File: src/rtl/cache_pkg.sv
// Shared widths, tag-entry layout and controller state encoding for the
// direct-mapped read-only cache.
package cache_pkg;
  localparam int TAG_W  = 17;
  localparam int IDX_W  = 9;
  localparam int OFF_W  = 6;
  localparam int LINE_W = 512;
  localparam int BEATS  = 8;
  localparam int BEAT_W = 64;
  localparam int CNT_W  = 3;

  typedef struct packed {
    logic             valid;
    logic [TAG_W-1:0] tag;
  } tag_entry_t;

  typedef enum logic [2:0] {
    IDLE,
    LOOKUP,
    MISS_REQ,
    MISS_FILL,
    FILL_WR
  } state_t;

  // 32-bit word w of a 512-bit line
  function automatic logic [31:0] word_sel(input logic [LINE_W-1:0] line, input logic [3:0] w);
    return line[{w, 5'b0} +: 32];
  endfunction
endpackage

File: src/rtl/cache_fill_buf.sv
// Line assembly buffer: stores eight 64-bit beats in arrival order and flags
// the beat that completes the line.
module cache_fill_buf
  import cache_pkg::*;
(
  input  logic              clk,
  input  logic              rst_n,
  input  logic              clear,
  input  logic              beat_valid,
  input  logic [BEAT_W-1:0] beat_data,
  output logic [LINE_W-1:0] line,
  output logic              done
);
  logic [CNT_W-1:0]  cnt_reg;
  logic [BEAT_W-1:0] beats_reg [BEATS];

  always_ff @(posedge clk) begin
    if (!rst_n) begin
      cnt_reg <= '0;
    end else if (clear) begin
      cnt_reg <= '0;
    end else if (beat_valid) begin
      cnt_reg <= cnt_reg + 1'b1;
    end
  end

  // Payload needs no reset: the counter alone decides what is meaningful.
  always_ff @(posedge clk) begin
    if (beat_valid && !clear) begin
      beats_reg[cnt_reg] <= beat_data;
    end
  end

  assign done = beat_valid && !clear && (cnt_reg == CNT_W'(BEATS - 1));

  generate
    for (genvar gi = 0; gi < BEATS; gi++) begin : g_line
      assign line[gi*BEAT_W +: BEAT_W] = beats_reg[gi];
    end
  endgenerate
endmodule

File: src/rtl/cache_ctrl.sv
// Direct-mapped read-only cache controller driving an external tag/data SRAM.
// Optional hit/miss counters are enabled with CACHE_STATS_EN.
module cache_ctrl
  import cache_pkg::*;
#(
  parameter int CPU_AW = 32,
  parameter int MEM_DW = 64
) (
  input  logic              clk,
  input  logic              rst_n,
  input  logic              req_valid_i,
  output logic              req_ready_o,
  input  logic [CPU_AW-1:0] req_addr_i,
  output logic              resp_valid_o,
  output logic [31:0]       resp_data_o,
  output logic              mem_arvalid_o,
  input  logic              mem_arready_i,
  output logic [CPU_AW-1:0] mem_araddr_o,
  input  logic              mem_rvalid_i,
  input  logic [MEM_DW-1:0] mem_rdata_i,
  output logic              sram_rden_o,
  output logic [IDX_W-1:0]  sram_raddr_o,
  input  logic [TAG_W:0]    sram_rdata_tag_i,
  input  logic [LINE_W-1:0] sram_rdata_data_i,
  output logic              sram_wren_o,
  output logic [IDX_W-1:0]  sram_waddr_o,
  output logic [TAG_W:0]    sram_wdata_tag_o,
  output logic [LINE_W-1:0] sram_wdata_data_o
`ifdef CACHE_STATS_EN
  ,
  output logic [31:0]       stat_hit_o,
  output logic [31:0]       stat_miss_o
`endif
);
  state_t            state_reg, state_next;
  logic [TAG_W-1:0]  tag_reg;
  logic [IDX_W-1:0]  idx_reg;
  logic [3:0]        word_reg;
  logic              hit_pulse_reg;
  logic [31:0]       resp_data_reg;
  logic              fill_clear, fill_beat, fill_done;
  logic [LINE_W-1:0] fill_line;
  tag_entry_t        rd_entry;
  logic              hit, req_fire, unused_bits;

  assign unused_bits = ^req_addr_i[1:0];
  assign rd_entry    = tag_entry_t'(sram_rdata_tag_i);
  assign hit         = rd_entry.valid && (rd_entry.tag == tag_reg);
  assign req_ready_o = rst_n && (state_reg == IDLE);
  assign req_fire    = req_valid_i && req_ready_o;

  always_ff @(posedge clk) begin
    if (!rst_n) begin
      state_reg     <= IDLE;
      tag_reg       <= '0;
      idx_reg       <= '0;
      word_reg      <= '0;
      hit_pulse_reg <= 1'b0;
      resp_data_reg <= '0;
    end else begin
      state_reg     <= state_next;
      hit_pulse_reg <= (state_reg == LOOKUP) && hit;
      if (req_fire) begin
        tag_reg  <= req_addr_i[31:15];
        idx_reg  <= req_addr_i[14:6];
        word_reg <= req_addr_i[5:2];
      end
      // Array output exists only in LOOKUP, so the hit word is captured there.
      if ((state_reg == LOOKUP) && hit) begin
        resp_data_reg <= word_sel(sram_rdata_data_i, word_reg);
      end
    end
  end

  always_comb begin
    state_next        = state_reg;
    sram_rden_o       = 1'b0;
    sram_raddr_o      = '0;
    mem_arvalid_o     = 1'b0;
    sram_wren_o       = 1'b0;
    sram_waddr_o      = '0;
    sram_wdata_tag_o  = '0;
    sram_wdata_data_o = '0;
    fill_clear        = 1'b0;
    fill_beat         = 1'b0;
    case (state_reg)
      IDLE: begin
        if (req_fire) begin
          sram_rden_o  = 1'b1;
          sram_raddr_o = req_addr_i[14:6];
          state_next   = LOOKUP;
        end
      end
      LOOKUP:   state_next = hit ? IDLE : MISS_REQ;
      MISS_REQ: begin
        mem_arvalid_o = 1'b1;
        if (mem_arready_i) begin
          fill_clear = 1'b1;
          state_next = MISS_FILL;
        end
      end
      MISS_FILL: begin
        fill_beat = mem_rvalid_i;
        if (fill_done) state_next = FILL_WR;
      end
      FILL_WR: begin
        sram_wren_o       = 1'b1;
        sram_waddr_o      = idx_reg;
        sram_wdata_tag_o  = {1'b1, tag_reg};
        sram_wdata_data_o = fill_line;
        state_next        = IDLE;
      end
      default: state_next = IDLE;
    endcase
  end

  assign mem_araddr_o = {tag_reg, idx_reg, 6'b0};
  assign resp_valid_o = hit_pulse_reg || (state_reg == FILL_WR);
  assign resp_data_o  = (state_reg == FILL_WR) ? word_sel(fill_line, word_reg) : resp_data_reg;

  cache_fill_buf u_fill_buf (
    .clk        (clk),
    .rst_n      (rst_n),
    .clear      (fill_clear),
    .beat_valid (fill_beat),
    .beat_data  (mem_rdata_i),
    .line       (fill_line),
    .done       (fill_done)
  );

`ifdef CACHE_STATS_EN
  logic [31:0] stat_hit_reg, stat_miss_reg;

  always_ff @(posedge clk) begin
    if (!rst_n) begin
      stat_hit_reg  <= '0;
      stat_miss_reg <= '0;
    end else if (state_reg == LOOKUP) begin
      if (hit && !(&stat_hit_reg))        stat_hit_reg  <= stat_hit_reg + 1'b1;
      else if (!hit && !(&stat_miss_reg)) stat_miss_reg <= stat_miss_reg + 1'b1;
    end
  end

  assign stat_hit_o  = stat_hit_reg;
  assign stat_miss_o = stat_miss_reg;
`endif
endmodule

File: config.mk
export PLATFORM = sky130hd
export DESIGN_NAME = cache_ctrl
export DESIGN_NICKNAME = d
export VERILOG_FILES = /design/src/rtl/cache_pkg.sv /design/src/rtl/cache_fill_buf.sv /design/src/rtl/cache_ctrl.sv
export SDC_FILE = /design/constraint.sdc
export NUM_CORES = 1
export LEC_CHECK = 0
export CAP_MARGIN = 20
export CORE_AREA = 5 5 479 481
export CTS_CLUSTER_DIAMETER = 80
export DETAILED_ROUTE_END_ITERATION = 10
export DIE_AREA = 0 0 484 486
export PLACE_DENSITY_LB_ADDON = 0.2
export SLEW_MARGIN = 30
export SYNTH_ARGS = -nofsm -noshare
export SYNTH_HDL_FRONTEND = slang
export SYNTH_HIERARCHICAL = 1
export SYNTH_SLANG_ARGS = --single-unit
File: constraint.sdc
create_clock -name clk -period 22.9 [get_ports clk]
set_clock_uncertainty 0.1 [all_clocks]
set_input_delay 4.58 -clock clk [delete_from_list [all_inputs] [get_ports clk]]
set_output_delay 4.58 -clock clk [all_outputs]
set_load 0.02 [all_outputs]
# Word level (Yosys, flattened, before mapping)
# Memories as Yosys holds them, arrays and structs flattened.
# Cells that the tools add are included.
dict set report op_classes {
  add_sub_neg 1
  n_eq_ne 9
  shift 2
  muxes 20
  n_bitwise 1
  n_reduce_logical 11
}
# operator n
set ops {}
lappend ops {{$shiftx 512x10->32} 2}
lappend ops {{$mux 512} 1}
lappend ops {{$mux 32} 1}
lappend ops {{$mux 9} 3}
lappend ops {{$mux 18} 1}
lappend ops {{$eq 17x17->1} 1}
lappend ops {{$pmux 3 s4} 1}
lappend ops {{$mux 1} 9}
lappend ops {{$mux 3} 3}
lappend ops {{$eq 3x2->1 const B} 2}
lappend ops {{$eq 3x3->1 const B} 2}
lappend ops {{$logic_and 1x1->1} 6}
lappend ops {{$ne 2x2->1 const B} 3}
lappend ops {{$add 3x1->3 const B} 1}
lappend ops {{$eq 3x1->1 const B} 1}
lappend ops {{$logic_not 3->1} 1}
lappend ops {{$reduce_and 3->1} 1}
lappend ops {{$mux 2} 1}
lappend ops {{$reduce_or 2->1} 1}
lappend ops {{$logic_not 1->1} 1}
lappend ops {{$logic_or 1x1->1} 1}
lappend ops {{$not 1->1} 1}
dict set report word_totals {
  regBits 69
  ram_bits 512
  inputBits 631
  out_inout_bits 617
  mem_count 1
}
# memory depth word_bits read_ports rd_ports_with_merged_regs write_ports line
set mem_list {}
lappend mem_list {u_fill_buf.beats_reg 8 64 8 0 1 cache_fill_buf.sv:15} ;# logic [BEAT_W-1:0] beats_reg [BEATS];

# Depth between registers and ports, before layout
dict set report logic_depth {
  ltp_word 7
  ltp_mapped 8
  mapped_depth_nobuf 8
}

# By module
# Netlist, hierarchy kept.
# module n_inst cells_per_inst area_each_um2
set by_module_without_submodules {}
lappend by_module_without_submodules {cache_fill_buf 1 539 15590.0}
lappend by_module_without_submodules {cache_ctrl 1 1725 14780.4}

# Worst setup path after synthesis
# OpenSTA, ideal clock, no wires.
dict set report synth_timing {
  kind {input to register}
  start {input mem_rvalid_i}
  end {memory u_fill_buf.beats_reg[0][0] (enable)}
  setup_ps 644
  arrival_time_ps 11026
  slack_ps 11130
  stages 5
  n_path_buf 1
  path_cell_list {nand2_1 -> nor2_1 -> buf_2 -> nand2b_1 -> nor4_1}
}
dict set report synth_via {
  elab_chain_len 4
}
# element line
set synth_lines {}
lappend synth_lines {{start, declared} cache_ctrl.sv:19} ;# input logic mem_rvalid_i,
lappend synth_lines {{$mux 1} cache_ctrl.sv:86} ;# case (state_reg)
lappend synth_lines {{net fill_beat} cache_ctrl.sv:41} ;# logic fill_clear, fill_beat, fill_done;
lappend synth_lines {{$logic_and 1x1->1} cache_fill_buf.sv:29} ;# if (beat_valid && !clear) begin
lappend synth_lines {{$mux 1} cache_fill_buf.sv:29}
lappend synth_lines {{$mux 1 (not written as such)} cache_fill_buf.sv:30} ;# beats_reg[cnt_reg] <= beat_data;
lappend synth_lines {{end, declared} cache_fill_buf.sv:15}
# The timed path passes the listed nets, and every way through them passes these cells.

# Worst setup path after layout
dict set report layout_timing {
  start {input rst_n}
  end {output sram_raddr_o[1]}
}
dict set report layout_via {
  elab_chain_len 4
}
# element line
set layout_lines {}
lappend layout_lines {{start, declared} cache_ctrl.sv:10} ;# input logic rst_n,
lappend layout_lines {{$logic_and 1x1->1} cache_ctrl.sv:49} ;# assign req_ready_o = rst_n && (state_reg == IDLE);
lappend layout_lines {{$logic_and 1x1->1} cache_ctrl.sv:50} ;# assign req_fire = req_valid_i && req_ready_o;
lappend layout_lines {{$mux 9} cache_ctrl.sv:88} ;# if (req_fire) begin
lappend layout_lines {{$mux 9} cache_ctrl.sv:86}
lappend layout_lines {{end, declared} cache_ctrl.sv:22} ;# output logic [IDX_W-1:0] sram_raddr_o,
# Every way passes these cells.

==> results.md <==
* Starting Density at 0.135
* Placer Congestion at 0.846
* Relative slew slack at 0.351
* I/O pins at 1,248
* DP Area at 46,100 um^2
* Outcome: complete, no violations
* Synth Flop Type: edfxtp_1
* Post-layout minimum cycle time at 12.72 ns
* Psw at 734 uW
* Maximum vdd drop at 45.3 uV
* GRT overflow at 0
* Seq/Total Area, Yosys at 0.552
* H-tree depth at 3
* Hpwl dp at 164 mm
* Logic pwr share at 0.144
* Nets@finish at 4,081
* Async S/R FF share, synth at 0
* Post-Synthesis Cells at 2,264
* Rows at 174
* Worst-Margin Slew at 0.973 ns
* Final setup viols at 0
* Total of max-cap violations at 0
* P_int at 2050 uW
* PD cells at 57.2 nW/um^2
* Number of vias after detailed routing at 25,100
* Startpoint types: input pin
* First-pass GRT wire length at 271 mm
* Vias in the first global route at 27,000
* Drt drc at 0
* Pin count of the biggest net entering global routing at 229
* DP Cell Count at 6,358
* Post-synth EDFFs at 512
* Port-buffer cells at 1,239
* Antenna Violating Nets Remaining at 0
* Layout cells sized above 1 at 0.124
* Via density at 3.85
* Sequential fraction of design power at 0.420
* Synthesized area at 30,400 um^2
* Fin. Hold Viols at 0
* Switching fraction of total power at 0.263
* Total die area at 235,000 um^2
* Synth warnings at 6
* Crit Path Category: input pin to output port
* Clock transition at path regs at 0.05 ns
* CTS tree: yes
* Total power at 2790 uW
* Starting DRT DRC Count at 1,537
* Total Routed Length at 208 mm
* Fin crit share at 0.555
* Lkg Pwr at 0.0158 uW
* Fmax at 0.0786 GHz
* Final std cells w/o fill at 6,520
* Chip width at 484 um
* Number of flip-flops in the largest register at 512
* # clock sinks at 581
* Die outline height at 486 um
* Skew-Pair Late Insertion Delay at 0.67 ns
* CP Data Arrival Time at 8.04 ns
* Fillcell total at 24,200
* Max-slew violation count at 0
* Mean Syn Cell Area at 13.4 um^2
* P&R area growth vs syn at 60.4%
* CTS Buffer Depth at 3
* Yosys cell types at 45
* Hold-fix buffers at CTS at 0
* RSZ-0062 raised after global routing: no
* Post-layout util at 0.217
* CP Max Fanout at 43
* Clock power frac at 0.436
* Fin area at 48,700 um^2
* Antenna violations before repair at 57
* Post-synthesis sequential element count at 581
* DR WL/cell at 32.0 um
* CTS-repair resized insts at 0
* Total Routing Usage GR at 0.170
* First-pass DRT Iterations at 5
* Sum Neg Setup Slack at 0 ns
* TritonCTS Buffers at 77
* Endpoint class of the critical path: output port
* CP required at 18.22 ns
* Hold/Removal Path Class: flip-flop to flip-flop
* CTS root buf: clkbuf_16
* Core footprint at 224,000 um^2
* Post-CTS Setup Bufs at 0
through the flow:
stage          setup WS (ns)  hold slack (ns)
6_report               10.18            0.362
5_1_grt                10.01            0.402
4_1_cts                10.14            0.365
3_5_place_dp           10.15            0.357
3_3_place_gp           10.10            0.357
2_1_floorplan          11.13            0.347
cells in the final DEF, fill, tap and decap left out, drive strengths merged, types with 18 or more instances in the layout:
master / synthesis / routed
o221ai: 21 / 21
mux2i: 114 / 114
nor2: 71 / 71
nand3: 21 / 21
o21ai: 45 / 45
inv: 19 / 30
dfxtp: 69 / 69
and2: 537 / 537
o22ai: 20 / 20
clkdlybuf4s50: 0 / 1238
a221oi: 44 / 44
a22oi: 36 / 36
nand2: 199 / 199
a21oi: 30 / 30
diode: 0 / 18
buf: 89 / 55
nand3b: 21 / 21
mux2: 40 / 40
edfxtp: 512 / 512
clkinv: 0 / 28
clkbuf: 104 / 94
mux4: 192 / 192
synthesized netlist by cell type (20+ instances only):
master,n,area [um^2]
nand3b_1,21,158
o21ai_0,45,225
mux2_2,40,450
edfxtp_1,512,15400
a221oi_1,44,385
buf_4,23,173
nor2_1,70,263
a22oi_1,36,270
nand2_1,199,747
nand3_1,20,100
dfxtp_1,69,1380
o221ai_1,21,184
a21oi_1,30,150
mux2i_1,114,1140
mux4_2,192,4320
and2_1,537,3360
clkbuf_1,104,390
buf_2,41,205
area by class of cell:
| cell class | instances | area [um^2] | share of cell area |
|---|---|---|---|
| antenna | 18 | 45.0 | 0.000924 |
| tap | 2992 | 3740 | 0.0768 |
| inverter | 19 | 83.8 | 0.00172 |
| clock inverter | 47 | 407 | 0.00834 |
| timing repair buffer | 1293 | 12900 | 0.264 |
| sequential | 581 | 16800 | 0.344 |
| clock buffer | 94 | 2060 | 0.0423 |
| multi-input combinational | 1476 | 12700 | 0.261 |
worst paths after layout:
check                      endpoint  cells after the start         from  slack (ns)
setup reg to reg  resp_data_reg[28]                      9  word_reg[0]       17.98
hold / removal           idx_reg[2]                      2   idx_reg[2]        0.36
setup / recovery    sram_raddr_o[1]                     10        rst_n       10.18
hold reg to reg          idx_reg[2]                      2   idx_reg[2]        0.36
routing by layer:
layer | GRT usage | up-vias | share of wire
met3 | 0.0653 | 211 | 0.093
li1 | - | 10900 | -
met5 | 0 | - | 0.00057
met2 | 0.296 | 1158 | 0.49
met4 | 0.0550 | 18 | 0.032
met1 | 0.190 | 12900 | 0.38
power by group through the flow:
stage | Sequential [uW] | Clock, uW | Combinational (uW)
2_1_floorplan | 1190 | 0 | 178
3_3_place_gp | 1190 | 0 | 412
3_5_place_dp | 1190 | 0 | 412
4_1_cts | 1170 | 1260 | 414
5_1_grt | 1170 | 1300 | 431
6_report | 1170 | 1210 | 402
kinds of logic after synthesis:
group | after synthesis | share of synthesized area
AND/OR/NAND/NOR | 884 | 0.161
flip-flops | 581 | 0.552
multiplexers | 346 | 0.195
AO/OA/AOI/OAI | 223 | 0.0549
buffers and inverters | 212 | 0.0327
XOR/XNOR | 15 | 0.00433
adder cells (fa/ha/maj) | 2 | 0.000824
other | 1 | 0.000123
worst max-delay path, stage by stage:
cell and delay, ns:
buf_2 0.07, buf_4 0.47, inv_2 0.41, nor4_1 0.56, nand2_1 0.11, buf_4 0.26
inv_2 0.56, nand2_1 0.21, inv_1 0.09, clkdlybuf4s50_1 0.61
No activity file was read; power rests on OpenSTA's default activity.
